**src/rtl/imem_loader.sv**
```systemverilog
// Boot-time instruction loader: accepts a length/data/checksum byte frame,
// writes big-endian 32-bit words into instruction memory and gates the core reset.
module imem_loader #(
   parameter int ADDR_WIDTH = 8
) (
   input  logic                  clk,
   input  logic                  reset,
   input  logic                  start,
   input  logic                  byte_valid,
   input  logic [7:0]            byte_data,
   output logic                  byte_ready,
   output logic                  imem_we,
   output logic [ADDR_WIDTH-1:0] imem_addr,
   output logic [31:0]           imem_wdata,
   output logic                  core_reset,
   output logic                  done,
   output logic                  error
);

   typedef enum logic [2:0] {
      S_IDLE,
      S_LEN_HI,
      S_LEN_LO,
      S_DATA,
      S_WRITE,
      S_CHK,
      S_DONE,
      S_ERROR
   } state_t;

   state_t                state;
   logic [7:0]            len_hi;
   logic [15:0]           word_cnt;
   logic [7:0]            chk_acc;
   logic [ADDR_WIDTH-1:0] word_idx;
   logic [1:0]            byte_cnt;
   logic [31:0]           word;

   logic                  accept;
   logic [15:0]           len_next;
   logic                  len_bad;
   logic                  last_word;
   logic [31:0]           word_next;

   always_comb begin
      byte_ready = (state == S_LEN_HI) || (state == S_LEN_LO) ||
                   (state == S_DATA)   || (state == S_CHK);
      accept     = byte_valid & byte_ready;
      len_next   = {len_hi, byte_data};
      // 17-bit compare so that a full 2^ADDR_WIDTH-word image is representable
      len_bad    = (len_next == 16'd0) || ({1'b0, len_next} > (17'd1 << ADDR_WIDTH));
      last_word  = (17'(word_idx) == ({1'b0, word_cnt} - 17'd1));
      word_next  = {word[23:0], byte_data};
   end

   always_ff @(posedge clk or posedge reset) begin
      if (reset) begin
         state      <= S_IDLE;
         len_hi     <= '0;
         word_cnt   <= '0;
         chk_acc    <= '0;
         word_idx   <= '0;
         byte_cnt   <= '0;
         word       <= '0;
         imem_we    <= 1'b0;
         imem_addr  <= '0;
         imem_wdata <= '0;
         core_reset <= 1'b1;
         done       <= 1'b0;
         error      <= 1'b0;
      end else begin
         imem_we <= 1'b0;
         case (state)
            S_IDLE, S_DONE, S_ERROR: begin
               if (start) begin
                  state      <= S_LEN_HI;
                  chk_acc    <= '0;
                  word_idx   <= '0;
                  byte_cnt   <= '0;
                  word       <= '0;
                  core_reset <= 1'b1;
                  done       <= 1'b0;
                  error      <= 1'b0;
               end
            end
            S_LEN_HI: begin
               if (accept) begin
                  len_hi  <= byte_data;
                  chk_acc <= chk_acc ^ byte_data;
                  state   <= S_LEN_LO;
               end
            end
            S_LEN_LO: begin
               if (accept) begin
                  chk_acc  <= chk_acc ^ byte_data;
                  word_cnt <= len_next;
                  if (len_bad) begin
                     state <= S_ERROR;
                     error <= 1'b1;
                  end else begin
                     state    <= S_DATA;
                     word_idx <= '0;
                     byte_cnt <= '0;
                  end
               end
            end
            S_DATA: begin
               if (accept) begin
                  chk_acc  <= chk_acc ^ byte_data;
                  word     <= word_next;
                  byte_cnt <= byte_cnt + 2'd1;
                  // Write strobe and payload are registered on the 4th byte
                  if (byte_cnt == 2'd3) begin
                     state      <= S_WRITE;
                     imem_we    <= 1'b1;
                     imem_addr  <= word_idx;
                     imem_wdata <= word_next;
                  end
               end
            end
            S_WRITE: begin
               if (last_word) begin
                  state <= S_CHK;
               end else begin
                  word_idx <= word_idx + 1'b1;
                  state    <= S_DATA;
               end
            end
            S_CHK: begin
               if (accept) begin
                  if (byte_data == chk_acc) begin
                     state      <= S_DONE;
                     done       <= 1'b1;
                     core_reset <= 1'b0;
                  end else begin
                     state <= S_ERROR;
                     error <= 1'b1;
                  end
               end
            end
            default: state <= S_IDLE;
         endcase
      end
   end

endmodule

```
**config.mk**
```make
export PLATFORM = sky130hd
export DESIGN_NAME = imem_loader
export DESIGN_NICKNAME = d
export VERILOG_FILES = /design/src/rtl/imem_loader.sv
export SDC_FILE = /design/constraint.sdc
export NUM_CORES = 1
export LEC_CHECK = 0
export BUFFER_PORTS_ARGS = -buffer_cell sky130_fd_sc_hd__buf_2
export CORE_ASPECT_RATIO = 0.75
export CORE_MARGIN = 4
export CORE_UTILIZATION = 53
export DETAILED_ROUTE_END_ITERATION = 12
export PLACE_DENSITY = 0.76
export REMOVE_ABC_BUFFERS = 1
export SETUP_SLACK_MARGIN = 0.2
export SLEW_MARGIN = 20
export SYNTH_ARGS = -nofsm -noshare
export SYNTH_HDL_FRONTEND = slang
export SYNTH_SLANG_ARGS = --single-unit
```
**constraint.sdc**
```tcl
create_clock -name clk -period 3.3 [get_ports clk]
set_input_delay 0.495 -clock clk [delete_from_list [all_inputs] [get_ports clk]]
set_output_delay 0.495 -clock clk [all_outputs]
set_load 0.05 [all_outputs]
```
==> impl_results.md, run 1 <==
- Status: completed
- CTS Hold Bufs: 0
- Compound-Gate Fraction of Synth Area: between 10% and 20%
- Synth Area in Simple Gates: 18.3%
- Chip width: about 120 um
- Hold Slack: roughly 0.21 ns
- Largest family of logic cells by synthesized area: simple AND/OR/NAND/NOR gates
- Clk_lat worst skew: 0.41 ns
- Drt drc: 0
- Maximum clock insertion buffer count: 2
- Post-Syn Area: roughly 5400 um^2
- ANT nets after route: 0
- Max incr delay on CP: about 0.67 ns
- CTS H-tree lvls: 4
- Mapped Cells: about 560
- IO Pins: 57
- Final Hold Violating Endpoints: 0
- Synth cell types: 56
- Maxcap violations: 0
- Worst-path cell chain: inv_1, ha_2, or4b_4, or4b_2, nand4_1, o2111a_2, and3b_2, or3_2, a21oi_1
- Critical path startpoint category: register
- Multi-input gate area: 2370 um^2
- Total vias in the final route: 4351
- Total track usage: approximately 24%
- Antenna violations before repair: 0
- WP data required: roughly 3.6 ns
- Most common cell after layout, fill and taps aside: nand2_1
- Crit. End Element: register
- Leakage power: 0.00294 uW
- FF+latch area: 2830 um^2
- Final Non-Filler Cells: approximately 760
- Core area: 9770 um^2
- PostCTS Resize Cnt: 1
- Layout Skew: 0.00746 ns
- # fillers: 800
- Post-synth EDFFs: 0
- Worst R2R Path Depth: 9
- Post-Synth Adder-Cell Area: less than 1%
- Achievable Freq: ~340 MHz
- Async S/R FF share, synth: 100%
- RSZ-0062 raised after global routing: false
- Sequential element share of the synthesized area: 52.8%
- Final setup margin: 0.368 ns
- Place WS: between 0.2 and 0.25 ns
- # port buffers: 56
- Post-CTS setup buffers: 0
- CP Max Fanout: 9
- Clock-pin slew on the worst setup and hold paths: 0.06 ns
- Die H: 95.1 um
- Worst r2r dst: word_idx[5]
- DR vias/cell: about 5.7
- Vias in the first global route: 4385
- # rows: 31
- Main synth FF type: dfrtp_1
- Total CTS buffers: 17
- Die Area: 11800 um^2
- PwrDens: 832 nW/um^2
- Critical path class: reg -> reg
- DR WL/cell: around 17 um
- Actual slew at the worst max-slew pin: slightly above 0.7 ns
- Post-synthesis mux area share: 8.15%
- Largest net degree at the start of global routing: 58
- Synthesized area per cell: 9.52 um^2
- Final period utilization: 88.8%
- Final Net Count: 635
- Share of layout cells above drive strength 1: 24.7%
- Worst Hold Class: in -> async
- Drt total wl: 12.9 mm
- GRT overflow: 0
- Most frequent cells in the layout: nand2_1, dfrtp_1, o21ai_0
- Overall Power: 5340 uW
- Clock sink count: around 110
- Initial Util: 54.8%
- Detail Placement HPWL: roughly 8.5 mm
- Worst Path Arrival: 3.20 ns
- Post-route minimum period: 2.93 ns
- Max Slew Vio Count: 0
- Area Growth Syn to Fin: 19.7%
- Drt first pass iters: 5
- Yosys warnings: 0
- Yosys reg bits: 113
- Worst r2r src: word_cnt[0]
- Routability Congestion: 0.868
- Worst vdd ir: 0.461 mV
- Placed cells: 732
- R2R setup slack: 0.37 ns
- Slew margin rel.: 52.6%
- Slowest cell on crit path: or4b_2
- CTS root buf: clkbuf_16
- N_diodes: 0
- CTS tree: built
- # setup viols final: 0
- Synth Area in XOR/XNOR: under 10%
- Drt initial violations: ~290
- Worst setup path startpoint: word_cnt[0]
- First-pass GRT wire length: 21.9 mm
[flip-flops by register name, indices dropped and copies added, names as in the netlist]
name and flops:
imem_wdata 32, word 24, word_cnt 16, chk_acc 8
imem_addr 8, len_hi 8, word_idx 8, state 3
byte_cnt 2, core_reset 1, done 1, error 1
imem_we 1
[worst max path at each step]
stage	endpoint	cells after the start	slack, ns
2_1_floorplan	byte_cnt[0]	1	-0.18
3_3_place_gp	word_idx[6]	9	0.39
3_5_place_dp	word_idx[5]	9	0.21
4_1_cts	word_idx[5]	9	0.27
5_1_grt	word_idx[5]	9	0.22
6_report	word_idx[5]	9	0.37
[per-stage QoR]
step	cell area [um^2]	utilization [%]	TNS, ns
2_1_floorplan	5230	-	-21.05
3_3_place_gp	5820	59.5	0
3_5_place_dp	5820	59.5	0
4_1_cts	6410	65.6	0
5_1_grt	6410	65.6	0
6_report	6410	65.6	0
[worst max-delay path, delay by kind of cell, from the launching register on]
family          cells  cell delay, ns
compound gates      2            0.32
fa+ha+maj           1            0.22
buf+inv             1            0.11
flops               1            0.41
simple gates        5            1.74
[cell usage after synthesis (2+ instances only)]
cell type | count | area share (%)
and3_1 | 3 | 0.35
xnor2_1 | 5 | 0.82
dfrtp_1 | 112 | 52
or4_1 | 5 | 0.70
nor2_1 | 24 | 1.7
mux2i_1 | 2 | 0.37
ha_1 | 4 | 0.93
mux2_2 | 36 | 7.6
nand2b_1 | 7 | 0.82
a21oi_1 | 20 | 1.9
o21ai_0 | 86 | 8.0
and2_1 | 2 | 0.23
nor3b_1 | 3 | 0.42
o21a_1 | 2 | 0.28
o221ai_1 | 3 | 0.49
xor2_1 | 2 | 0.33
o311ai_0 | 2 | 0.33
a211oi_1 | 3 | 0.42
or4b_1 | 2 | 0.37
and3b_1 | 2 | 0.33
o31ai_1 | 3 | 0.42
nand3_1 | 5 | 0.47
a21o_1 | 3 | 0.42
nand4_1 | 7 | 0.82
clkbuf_1 | 27 | 1.9
or3_2 | 3 | 0.42
nand2_1 | 126 | 8.8
or3_1 | 2 | 0.23
nor4_1 | 8 | 0.93
nor2b_1 | 2 | 0.23
a22o_1 | 2 | 0.33
buf_2 | 2 | 0.19
o2111ai_1 | 2 | 0.33
inv_1 | 19 | 1.3
nor3_1 | 6 | 0.56
[cell type report]
type | count | area share, %
Inverter | 19 | 1.15
Multi-Input combinational cell | 400 | 36.9
Tap cell | 132 | 2.58
Clock buffer | 17 | 6.63
Clock inverter | 15 | 2.48
Timing Repair Buffer | 68 | 6.16
Sequential cell | 113 | 44.1
[where the power goes]
| part | total (uW) | switching (uW) | internal, uW | leakage, uW |
|---|---|---|---|---|
| clock | 1810 | 691 | 1120 | 0.000280 |
| combinational | 1520 | 930 | 588 | 0.00115 |
| sequential | 2010 | 328 | 1680 | 0.00151 |
[cells by family (layout without fill, tap and decap cells)]
group | count (synthesis) | after routing
simple gates | 212 | 212
compound gates | 138 | 138
flops | 113 | 113
buf+inv | 50 | 119
mux | 39 | 39
xor+xnor | 7 | 7
fa+ha+maj | 4 | 4
[per-layer routing]
metal | wire [um] | global-route usage [%] | vias to the layer above
met4 | 240 | 9.85 | 0
met2 | 6200 | 37.8 | 145
met1 | 5700 | 32.5 | 2101
met5 | 0 | 0 | -
met3 | 712 | 5.58 | 25
li1 | - | - | 2080
(Power assumes the default switching activity.)
==> run 2: changes to the inputs <==
--- a/config.mk
+++ b/config.mk
@@ -6,11 +6,10 @@
 export NUM_CORES = 1
 export LEC_CHECK = 0
 export BUFFER_PORTS_ARGS = -buffer_cell sky130_fd_sc_hd__buf_2
-export CORE_ASPECT_RATIO = 0.75
 export CORE_MARGIN = 4
-export CORE_UTILIZATION = 53
+export CORE_UTILIZATION = 59
 export DETAILED_ROUTE_END_ITERATION = 12
-export PLACE_DENSITY = 0.76
+export PLACE_DENSITY = 0.8
 export REMOVE_ABC_BUFFERS = 1
 export SETUP_SLACK_MARGIN = 0.2
 export SLEW_MARGIN = 20
==> constraint.sdc (replaced) <==
create_clock -name clk -period 3.05 [get_ports clk]
set_input_delay 0.4575 -clock clk [delete_from_list [all_inputs] [get_ports clk]]
set_output_delay 0.4575 -clock clk [all_outputs]
set_load 0.05 [all_outputs]
==> run 2 against run 1 <==
- fmax grew 5.4%
- die area shrank 9.6%
- sequential power grew 8%
- largest power group unchanged
==> impl_results.md, run 2 (synthesis results as in run 1) <==
- Critical path startpoint category: register
- # rows: 34
- Drt drc: 0
- Drt first pass iters: 5
- CTS Hold Bufs: 0
- Vias in the first global route: 4539
- CP Max Fanout: 6
- # fillers: 581
- Total track usage: 25.9%
- Detail Placement HPWL: 8.16 mm
- Area Growth Syn to Fin: 20.8%
- Die H: 103 um
- Total CTS buffers: 17
- PwrDens: 891 nW/um^2
- Achievable Freq: around 360 MHz
- Largest Register: imem_wdata
- Drt initial violations: 282
- Actual slew at the worst max-slew pin: 0.781 ns
- Clk_lat worst skew: 0.52 ns
- Maxcap violations: 0
- Leakage power: 0.00299 uW
- DR vias/cell: 6.10
- CTS root buf: clkbuf_8
- Worst vdd ir: 0.637 mV
- Initial Util: roughly three fifths
- CTS tree: built
- Drt total wl: 13.0 mm
- Layout Skew: between 0.006 and 0.007 ns
- Final Hold Violating Endpoints: 0
- Largest net degree at the start of global routing: 62
- Clock sink count: 113
- GRT overflow: 0
- First-pass GRT wire length: approximately 21 mm
- Largest regs: imem_wdata x32, word x24, word_cnt x16
- N_diodes: 0
- Crit. End Element: register
- IO Pins: 57
- Status: completed
- Final Net Count: 646
- CTS H-tree lvls: 4
- RSZ-0062 raised after global routing: false
- Most frequent cells in the layout: nand2_1, dfrtp_1, o21ai_0
- Maximum clock insertion buffer count: 2
- Most common cell after layout, fill and taps aside: nand2_1
- Worst Hold Class: in -> async
- Max Slew Vio Count: 0
- Routability Congestion: 0.871
- Critical path class: reg -> reg
- Max FFs per register: 32
- Die Area: 10700 um^2
- Core area: 8760 um^2
- Final period utilization: 91.2%
- Overall Power: 5770 uW
- Share of layout cells above drive strength 1: 27.1%
- Total Negative Setup Slacks: 0 ns
- Total vias in the final route: 4578
- DR WL/cell: between 15 and 20 um
- # port buffers: 56
- Clock-pin slew on the worst setup and hold paths: 0.06 ns
- Post-route minimum period: between 2 and 3 ns
- Slew margin rel.: between 40% and 50%
- Worst Path Arrival: 3.23 ns
- WP data required: 3.50 ns
- Chip width: about 100 um
- # setup viols final: 0
- ANT nets after route: 0
- Antenna violations before repair: 0
run 2: per-stage QoR:
stage	util, %	cell area (um^2)	hold slack [ns]	worst slack, ns	instances
after global routing	73.9	6480	0.132	0.141	751
after CTS	73.3	6430	0.109	0.205	749
final	73.9	6480	0.0765	0.267	751
after global placement	66.8	5850	0.457	0.255	716
after detailed placement	66.8	5850	0.466	0.168	716
after floorplan	-	5230	0.446	-0.393	532
run 2: path summary, 6_finish.rpt:
path | from | to | slack (ns) | depth (start not counted)
worst min-delay path | reset | imem_we | 0.08 | 2
worst max register to register | word_cnt[0] | word_idx[5] | 0.27 | 9
min in group clk | byte_data[2] | len_hi[2] | 0.22 | 2
worst max-delay path | word_cnt[0] | word_idx[5] | 0.27 | 9
max in group asynchronous | reset | word[7] | 2.21 | 3
worst min register to register | word[17] | word[17] | 0.47 | 2
run 2: worst max-delay path, stage by stage, from the launching register on:
cell and delay (ns):
dfrtp_1 0.42, inv_2 0.10, ha_4 0.15, or4b_4 0.48
or4b_2 0.65, nand4_1 0.12, o2111a_2 0.28, and3b_1 0.24
o21ai_0 0.13, a21oi_2 0.14
run 2: where the power goes:
group,switching [uW],internal (uW)
clock network,733,1110
logic,1060,694
registers,354,1820
total,2150,3620
run 2: layer usage:
metal  vias up  global-route usage, %  share of wire, %
met3        35                   7.11               6.4
met2       202                   41.9                50
met5         -                      0                 0
met1      2228                   32.7                41
met4         0                   12.0               2.5
li1       2113                      -                 -
run 2: area by class of cell:
| cell class | instances | area, um^2 | area share, % |
|---|---|---|---|
| clock buffers | 18 | 428 | 6.61 |
| clock inverters | 14 | 130 | 2.01 |
| inverters | 19 | 73.8 | 1.14 |
| multi-input cells | 401 | 2410 | 37.2 |
| flip-flops and latches | 113 | 2830 | 43.7 |
| well taps | 108 | 135 | 2.09 |
| repair buffers | 78 | 474 | 7.32 |
run 2: what timing repair did:
item / 4_1_cts / 5_1_grt
gates cloned: 1 / 0
gates resized for setup: 4 / 10
buffers inserted: 0 / 2
setup endpoints to repair: 5 / 9
pin swaps: 0 / 5
endpoints found under the hold margin: 0 / 0
